<file path="src/rtl/shiftcorr_pipe_pkg.sv">
// Shared FPU post-processing configuration for the shift-correction pipe.
// Default sizes, Op encodings and the default-configuration payload bundle.
package shiftcorr_pipe_pkg;

  localparam int NE_DFLT          = 8;
  localparam int NORMSHIFTSZ_DFLT = 16;
  localparam int LZAERR           = 1;
  localparam int CORRSHIFTSZ      = NORMSHIFTSZ_DFLT - 1 - LZAERR;
  localparam int STAGES           = 1;
  localparam int TAGW_DFLT        = 4;

  localparam logic [1:0] OP_OTHER = 2'b00;
  localparam logic [1:0] OP_FMA   = 2'b01;
  localparam logic [1:0] OP_DIV   = 2'b10;

  typedef struct packed {
    logic [CORRSHIFTSZ-1:0] Mf;
    logic [NE_DFLT+1:0]     FmaMe;
    logic [NE_DFLT+1:0]     Ue;
    logic [1:0]             CorrAmt;
    logic                   Sticky;
    logic [TAGW_DFLT-1:0]   Tag;
  } payload_t;

endpackage

</file>
<file path="src/rtl/shiftcorr_pipe_if.sv">
// Input/output bundle of the shift-correction pipe with its handshakes.
// master drives payload in and takes results; slave is the pipe.
interface shiftcorr_pipe_if #(
  parameter int NE   = 8,
  parameter int W    = 16,
  parameter int C    = 14,
  parameter int TAGW = 4
);
  logic            Flush;
  logic            InValid;
  logic            InReady;
  logic [W-1:0]    Shifted;
  logic [1:0]      Op;
  logic            DivResSubnorm;
  logic [NE+1:0]   DivUe;
  logic            DivSubnormShiftPos;
  logic [NE+1:0]   NormSumExp;
  logic            FmaPreResultSubnorm;
  logic            FmaSZero;
  logic [TAGW-1:0] InTag;
  logic            OutValid;
  logic            OutReady;
  logic [C-1:0]    Mf;
  logic [NE+1:0]   FmaMe;
  logic [NE+1:0]   Ue;
  logic [1:0]      CorrAmt;
  logic            Sticky;
  logic [TAGW-1:0] OutTag;

  modport master (
    output Flush, InValid, Shifted, Op,
    output DivResSubnorm, DivUe,
    output DivSubnormShiftPos, NormSumExp,
    output FmaPreResultSubnorm, FmaSZero,
    output InTag, OutReady,
    input  InReady, OutValid, Mf, FmaMe,
    input  Ue, CorrAmt, Sticky, OutTag
  );

  modport slave (
    input  Flush, InValid, Shifted, Op,
    input  DivResSubnorm, DivUe,
    input  DivSubnormShiftPos, NormSumExp,
    input  FmaPreResultSubnorm, FmaSZero,
    input  InTag, OutReady,
    output InReady, OutValid, Mf, FmaMe,
    output Ue, CorrAmt, Sticky, OutTag
  );
endinterface

</file>
<file path="src/rtl/shiftcorr_pipe_stage.sv">
// One valid/ready payload register with flush.
// Payload only moves on a real transfer, so stalled data stays stable.
module shiftcorr_stage
  import shiftcorr_pipe_pkg::*;
#(
  parameter type T = payload_t
) (
  input  logic clk,
  input  logic resetn,
  input  logic flush,
  input  logic inValid,
  output logic inReady,
  input  T     inData,
  output logic outValid,
  input  logic outReady,
  output T     outData
);

  logic v;
  T     d;

  assign inReady  = ~v | outReady;
  assign outValid = v;
  assign outData  = d;

  always_ff @(posedge clk) begin
    if (!resetn) begin
      v <= 1'b0;
      d <= '0;
    end else begin
      if (flush)
        v <= 1'b0;
      else if (inReady)
        v <= inValid;
      if (inValid & inReady & ~flush)
        d <= inData;
    end
  end

endmodule

</file>
<file path="src/rtl/shiftcorr_pipe.sv">
// FPU post-processing shift correction: LZA overshoot fix, divsqrt
// normalisation fix, and a STAGES-deep valid/ready register pipe.
module shiftcorr_pipe
  import shiftcorr_pipe_pkg::*;
#(
  parameter int NE          = 8,
  parameter int NORMSHIFTSZ = 16,
  parameter int LZAERR      = 1,
  parameter int CORRSHIFTSZ = NORMSHIFTSZ - 1 - LZAERR,
  parameter int STAGES      = 1,
  parameter int TAGW        = 4
) (
  input logic             clk,
  input logic             resetn,
  shiftcorr_pipe_if.slave bus
);

  localparam int W  = NORMSHIFTSZ;
  localparam int C  = CORRSHIFTSZ;
  localparam int NX = NE + 2;

  typedef struct packed {
    logic [C-1:0]    Mf;
    logic [NX-1:0]   FmaMe;
    logic [NX-1:0]   Ue;
    logic [1:0]      CorrAmt;
    logic            Sticky;
    logic [TAGW-1:0] Tag;
  } stage_t;

  logic [1:0]    k;
  logic          isFma;
  logic          isDiv;
  logic          resSubnorm;
  logic          leftShiftQm;
  logic          sticky;
  logic [W-1:0]  fmaShift;
  logic [W-1:0]  divShift;
  logic [W-1:0]  stMask;
  logic [C-1:0]  mf;
  logic [NX-1:0] fmaMe;
  logic [NX-1:0] ue;
  stage_t        inData;

  always_comb begin
    k = 2'd0;
    if (LZAERR == 2) begin
      if (bus.Shifted[W-1])
        k = 2'd2;
      else if (bus.Shifted[W-2])
        k = 2'd1;
    end else if (bus.Shifted[W-1]) begin
      k = 2'd1;
    end

    isFma = (bus.Op == OP_FMA);
    isDiv = (bus.Op == OP_DIV);

    fmaShift   = bus.Shifted >> k;
    resSubnorm = bus.FmaPreResultSubnorm &
                 ~|bus.Shifted[W-1 -: LZAERR+1];
    fmaMe = bus.NormSumExp + NX'(k) +
            NX'(bus.FmaPreResultSubnorm);
    if (bus.FmaSZero | resSubnorm)
      fmaMe = '0;

    // Bits pushed below the LSB by the LZA fix feed rounding.
    stMask = (W'(1) << k) - W'(1);
    sticky = isFma & |(bus.Shifted & stMask);

    leftShiftQm = bus.Shifted[W-1] |
                  (bus.DivUe == NX'(1));
    divShift = leftShiftQm ? (bus.Shifted >> (W-1-C))
                           : (bus.Shifted >> (W-2-C));

    unique case (1'b1)
      isFma:                      mf = fmaShift[C-1:0];
      isDiv & ~bus.DivResSubnorm: mf = divShift[C-1:0];
      default:                    mf = bus.Shifted[W-1 -: C];
    endcase

    if (bus.DivResSubnorm & bus.DivSubnormShiftPos)
      ue = '0;
    else
      ue = bus.DivUe -
           {{(NX-1){1'b0}}, ~bus.Shifted[W-1]};

    inData.Mf      = mf;
    inData.FmaMe   = fmaMe;
    inData.Ue      = ue;
    inData.CorrAmt = isFma ? k : 2'd0;
    inData.Sticky  = sticky;
    inData.Tag     = bus.InTag;
  end

  for (genvar i = 0; i < STAGES; i++) begin : g
    logic   inV;
    logic   inR;
    logic   outV;
    logic   outR;
    stage_t inD;
    stage_t outD;

    if (i == 0) begin : head
      assign inV         = bus.InValid;
      assign inD         = inData;
      assign bus.InReady = inR;
    end else begin : body
      assign inV = g[i-1].outV;
      assign inD = g[i-1].outD;
    end

    if (i == STAGES - 1) begin : tail
      assign outR = bus.OutReady;
    end else begin : link
      assign outR = g[i+1].inR;
    end

    shiftcorr_stage #(.T(stage_t)) u_stage (
      .clk      (clk),
      .resetn   (resetn),
      .flush    (bus.Flush),
      .inValid  (inV),
      .inReady  (inR),
      .inData   (inD),
      .outValid (outV),
      .outReady (outR),
      .outData  (outD)
    );
  end

  assign bus.OutValid = g[STAGES-1].outV;
  assign bus.Mf       = g[STAGES-1].outD.Mf;
  assign bus.FmaMe    = g[STAGES-1].outD.FmaMe;
  assign bus.Ue       = g[STAGES-1].outD.Ue;
  assign bus.CorrAmt  = g[STAGES-1].outD.CorrAmt;
  assign bus.Sticky   = g[STAGES-1].outD.Sticky;
  assign bus.OutTag   = g[STAGES-1].outD.Tag;

endmodule
</file>
<file path="src/flat_wrapper.sv">
// flat-port wrapper written by rule: the top's interface ports become plain ports
module shiftcorr_pipe_flat import shiftcorr_pipe_pkg::*;
#(
  parameter int NE          = 8,
  parameter int NORMSHIFTSZ = 16,
  parameter int LZAERR      = 1,
  parameter int CORRSHIFTSZ = NORMSHIFTSZ - 1 - LZAERR,
  parameter int STAGES      = 1,
  parameter int TAGW        = 4
)
  (clk, resetn, bus_Flush, bus_InValid, bus_Shifted, bus_Op, bus_DivResSubnorm, bus_DivUe, bus_DivSubnormShiftPos, bus_NormSumExp, bus_FmaPreResultSubnorm, bus_FmaSZero, bus_InTag, bus_OutReady, bus_InReady, bus_OutValid, bus_Mf, bus_FmaMe, bus_Ue, bus_CorrAmt, bus_Sticky, bus_OutTag);
  shiftcorr_pipe_if #(.NE(NE), .TAGW(TAGW)) bus_i ();
  input logic clk;
  input logic resetn;
  input wire logic [$bits(bus_i.Flush)-1:0] bus_Flush;
  input wire logic [$bits(bus_i.InValid)-1:0] bus_InValid;
  input wire logic [$bits(bus_i.Shifted)-1:0] bus_Shifted;
  input wire logic [$bits(bus_i.Op)-1:0] bus_Op;
  input wire logic [$bits(bus_i.DivResSubnorm)-1:0] bus_DivResSubnorm;
  input wire logic [$bits(bus_i.DivUe)-1:0] bus_DivUe;
  input wire logic [$bits(bus_i.DivSubnormShiftPos)-1:0] bus_DivSubnormShiftPos;
  input wire logic [$bits(bus_i.NormSumExp)-1:0] bus_NormSumExp;
  input wire logic [$bits(bus_i.FmaPreResultSubnorm)-1:0] bus_FmaPreResultSubnorm;
  input wire logic [$bits(bus_i.FmaSZero)-1:0] bus_FmaSZero;
  input wire logic [$bits(bus_i.InTag)-1:0] bus_InTag;
  input wire logic [$bits(bus_i.OutReady)-1:0] bus_OutReady;
  output wire logic [$bits(bus_i.InReady)-1:0] bus_InReady;
  output wire logic [$bits(bus_i.OutValid)-1:0] bus_OutValid;
  output wire logic [$bits(bus_i.Mf)-1:0] bus_Mf;
  output wire logic [$bits(bus_i.FmaMe)-1:0] bus_FmaMe;
  output wire logic [$bits(bus_i.Ue)-1:0] bus_Ue;
  output wire logic [$bits(bus_i.CorrAmt)-1:0] bus_CorrAmt;
  output wire logic [$bits(bus_i.Sticky)-1:0] bus_Sticky;
  output wire logic [$bits(bus_i.OutTag)-1:0] bus_OutTag;
  assign bus_i.Flush = bus_Flush;
  assign bus_i.InValid = bus_InValid;
  assign bus_i.Shifted = bus_Shifted;
  assign bus_i.Op = bus_Op;
  assign bus_i.DivResSubnorm = bus_DivResSubnorm;
  assign bus_i.DivUe = bus_DivUe;
  assign bus_i.DivSubnormShiftPos = bus_DivSubnormShiftPos;
  assign bus_i.NormSumExp = bus_NormSumExp;
  assign bus_i.FmaPreResultSubnorm = bus_FmaPreResultSubnorm;
  assign bus_i.FmaSZero = bus_FmaSZero;
  assign bus_i.InTag = bus_InTag;
  assign bus_i.OutReady = bus_OutReady;
  assign bus_InReady = bus_i.InReady;
  assign bus_OutValid = bus_i.OutValid;
  assign bus_Mf = bus_i.Mf;
  assign bus_FmaMe = bus_i.FmaMe;
  assign bus_Ue = bus_i.Ue;
  assign bus_CorrAmt = bus_i.CorrAmt;
  assign bus_Sticky = bus_i.Sticky;
  assign bus_OutTag = bus_i.OutTag;
  shiftcorr_pipe #(.NE(NE), .NORMSHIFTSZ(NORMSHIFTSZ), .LZAERR(LZAERR), .CORRSHIFTSZ(CORRSHIFTSZ), .STAGES(STAGES), .TAGW(TAGW)) u_core (.clk(clk), .resetn(resetn), .bus(bus_i));
endmodule
</file>
<file path="config.mk">
export PLATFORM = sky130hd
export DESIGN_NAME = shiftcorr_pipe_flat
export DESIGN_NICKNAME = d
export VERILOG_FILES = /design/src/rtl/shiftcorr_pipe_pkg.sv /design/src/rtl/shiftcorr_pipe_if.sv /design/src/rtl/shiftcorr_pipe_stage.sv /design/src/rtl/shiftcorr_pipe.sv /design/src/flat_wrapper.sv
export SDC_FILE = /design/constraint.sdc
export NUM_CORES = 1
export LEC_CHECK = 0
export BUFFER_PORTS_ARGS = -buffer_cell sky130_fd_sc_hd__buf_2
export CAP_MARGIN = 10
export CORE_UTILIZATION = 45
export CTS_CLUSTER_DIAMETER = 50
export CTS_CLUSTER_SIZE = 10
export DETAILED_ROUTE_END_ITERATION = 10
export PLACE_DENSITY_LB_ADDON = 0.25
export SKIP_LAST_GASP = 1
export SLEW_MARGIN = 15
export SYNTH_ARGS = -nofsm -noshare
export SYNTH_HDL_FRONTEND = slang
export SYNTH_SLANG_ARGS = --single-unit
</file>
<file path="constraint.sdc">
create_clock -name clk -period 3.91 [get_ports clk]
set_input_delay 0 -clock clk [delete_from_list [all_inputs] [get_ports clk]]
set_output_delay 0 -clock clk [all_outputs]
set_load 0.01 [all_outputs]
</file>
==> key figures <==
Clock tree
  – Clock buffer count from CTS: 5
  – Register clock-pin slew on the reported worst setup and hold paths: 0.08 ns
  – Max H-tree Level: 2
  – Later-pin clock latency in the skew report: 0.29 ns
  – CTS root buf: clkbuf_8
  – CTS max path bufs: 2
  – Post-CTS Resized: 0
  – # clock sinks: 41
  – CTS tree: done

Status
  – Status: finished with violations
  – Failing checks: negative hold slack

Die
  – Ports: 94
  – Rows: 27
  – Initial core utilization: 46.70%
  – Core area: 5540 um^2
  – Die Ht: 77.83 um
  – Die area: 6058 um^2
  – Chip Width: 77.83 um

STA
  – Final Max Slew Viols: 0
  – Clk_skew: 0.006382 ns
  – Max transition margin: 25.41%
  – Worst-Margin Slew: 1.110 ns
  – Post-route setup TNS: 0 ns
  – RSZ-0062 raised after global routing: false
  – Final setup vio count: 0
  – Hold Violations, Final: 1
  – Final Cycle Share: 55.98%
  – Fmax: 0.4569 GHz
  – Hold slack: -0.008742 ns
  – Post-layout minimum cycle time: 2.189 ns

Setup path
  – Delay-heaviest family, CP: simple AND/OR/NAND/NOR gates
  – Worst-path maximum fanout: 34
  – Critical Path Max Stage Delay: 0.88 ns
  – CP max stage cell: nor2_2
  – Type of the worst setup path: input port to register
  – Startpoint Class: input port
  – Buf/Inv on CP: 2
  – WP data arrival: 2.38 ns
  – R2r setup slk: 1.77 ns
  – Critical Path RT: 4.10 ns
  – Critical path capture point type: register
  – CP cell instances: dlygate4sd3_1 > buf_2 > nand2b_1 > nor2_2 > o311ai_0 > o221a_1

Global routing
  – Vias in the first global route: 2605
  – Total GRT Usage: 23.70%
  – Initial antenna violation count: 0
  – Global-route wire length before repair: 11610 um
  – Largest net degree at the start of global routing: 35
  – Total gr overflow: 0

Logic synthesis
  – Ys Warns: 0
  – Adder-Cell Fraction of Synth Area: 2.224%
  – EDFF count, synth: 0
  – Xor/xnor cell area share of the yosys netlist: 4.739%
  – Synth Area in Simple Gates: 24.71%
  – Compound-gate portion of the synthesized area: 30.56%
  – Async SR Flop Fraction: 0%
  – Synth cell types: 44
  – Synth Register Bits: 41
  – Sequential area share after synthesis: 31.72%
  – Top-area cell type share of the netlist area: 31.72%
  – Syn Nets: 392
  – Mean Syn Cell Area: 7.678 um^2
  – Largest area contributor in the netlist: dfxtp_1
  – Most frequent cell after synthesis: dfxtp_1
  – Area contributors post-synth: dfxtp_1 (32%), a21oi_1 (6.6%), a31oi_1 (6.5%), o21ai_0 (6.0%), nand2_1 (4.4%)
  – Main combinational cell family by area after synthesis: compound AO/OA/AOI/OAI gates
  – Post-synth top cells: dfxtp_1 (41), a21oi_1 (34), o21ai_0 (31)
  – Cells after synthesis: 337
  – Multiplexer share of the synthesized area: 0%
  – Most used DFF post-synth: dfxtp_1
  – Cell Area, Synth: 2587 um^2

Placement
  – Input/output buffers: 92
  – Detailed Place HPWL: 4830 um
  – Placed cell area: 3053 um^2
  – Routability cong.: 0.8215

Finish
  – Area of the multi-input gates: 1622 um^2
  – Final instance area: 3219 um^2
  – Area Overhead vs Synth: 24.42%
  – Filler cells: 550
  – Net count, final: 473
  – Share of post-route cells with drive strength above 1: 26.97%
  – Ant. Diodes: 0
  – Core Util, Final: 58.11%
  – FF/Latch Area: 820.8 um^2

Routing
  – Routed wire per std cell: 14.14 um
  – DR vias: 2777
  – DRT iter0 DRCs: 186
  – DRC: 0
  – TritonRoute pass-1 iters: 4
  – Via/cell ratio: 5.656
  – WL final: 6945 um
  – DRT antenna net count: 0

Flow run
  – Max_cap viols: 0

Power
  – Pwr/cell area: 315.9 nW/um^2
  – Peak supply drop: 0.2028 mV
  – Leakage: 1.380 nW

Hold path
  – Hold Path Class: input port to register
[kinds of logic after synthesis]
| logic type | after synthesis |
|---|---|
| AO/OA/AOI/OAI | 128 |
| AND/OR/NAND/NOR | 113 |
| flip-flops | 41 |
| buffers and inverters | 36 |
| XOR/XNOR | 14 |
| adder cells (fa/ha/maj) | 4 |
| other | 1 |
[worst min-delay path: stages]
cell and delay [ns]:
buf_2 0.09, nor2_1 0.04, nor3_1 0.11
[placed cells by master (no fill, tap or decap), types with 2 or more instances in the layout]
cell type	synthesis	final
o21ai_1	5	5
and4_1	12	12
nor3b_1	5	5
a21oi_1	34	34
ha_1	3	3
xnor2_1	7	7
nor3_1	4	3
buf_2	8	92
clkbuf_8	0	6
nor2_1	16	15
a22oi_1	10	10
buf_4	2	3
inv_1	9	9
dfxtp_1	41	41
xor2_1	7	7
a31oi_1	27	27
or3b_2	2	2
nor2b_1	2	2
o21ai_0	31	31
nor4_1	2	2
o31ai_1	13	13
nand2b_1	15	15
nand2_1	30	30
dlygate4sd3_1	0	5
nand3_1	15	15
nand4_1	3	3
[registers in the layout (all words and copies together) (netlist names)]
signal,flops
u_core.g.u_stage.outData,40
u_core.g.u_stage.outValid,1
[layer usage]
layer / share of wire, % / track usage [%] / vias up / wire length, um
li1: - / - / 1405 / -
met1: 46 / 29.18 / 1276 / 3176
met2: 48 / 40.00 / 80 / 3327
met3: 4.5 / 4.824 / 16 / 315
met4: 1.8 / 9.811 / 0 / 125
met5: 0 / 0 / - / 0
[where the power goes]
part	internal [mW]	switching [mW]	total (mW)
logic	0.0838	0.125	0.209
registers	0.438	0.0101	0.448
clock network	0.208	0.152	0.360
total	0.730	0.287	1.02
[through the flow]
step                cells  hold WS, ns  setup WS [ns]  power (mW)
floorplan             337      0.07931          2.406      0.5786
detailed placement    478       0.1912          1.759      0.6623
global route          491      0.01111          1.549       1.071
finish                491    -0.008742          1.721       1.017
global placement      478       0.1930          1.793      0.6581
CTS                   491     0.002238          1.695       1.024
[final timing paths]
check,start,end,cells after the start
setup / recovery,bus_Flush,u_core.g[0].u_stage.outData[40],6
hold / removal,bus_InValid,u_core.g[0].u_stage.outValid,3
setup reg to reg,u_core.g[0].u_stage.outValid,u_core.g[0].u_stage.outData[40],4
hold reg to reg,u_core.g[0].u_stage.outData[22],u_core.g[0].u_stage.outData[22],2
[layout make-up]
type	count	share of cell area, %
Timing Repair Buffer	100	16.56
Sequential cell	41	25.50
Inverter	10	1.166
Multi-Input combinational cell	260	50.37
Clock buffer	7	2.682
Tap cell	72	2.798
Clock inverter	1	0.9328
[timing repair]
| item | in CTS | in global routing |
|---|---|---|
| hold buffers | 5 | 0 |
| endpoints found under the hold margin | 5 | 0 |
| setup buffers | 0 | 0 |
No activity file was read; power rests on OpenSTA's default activity.
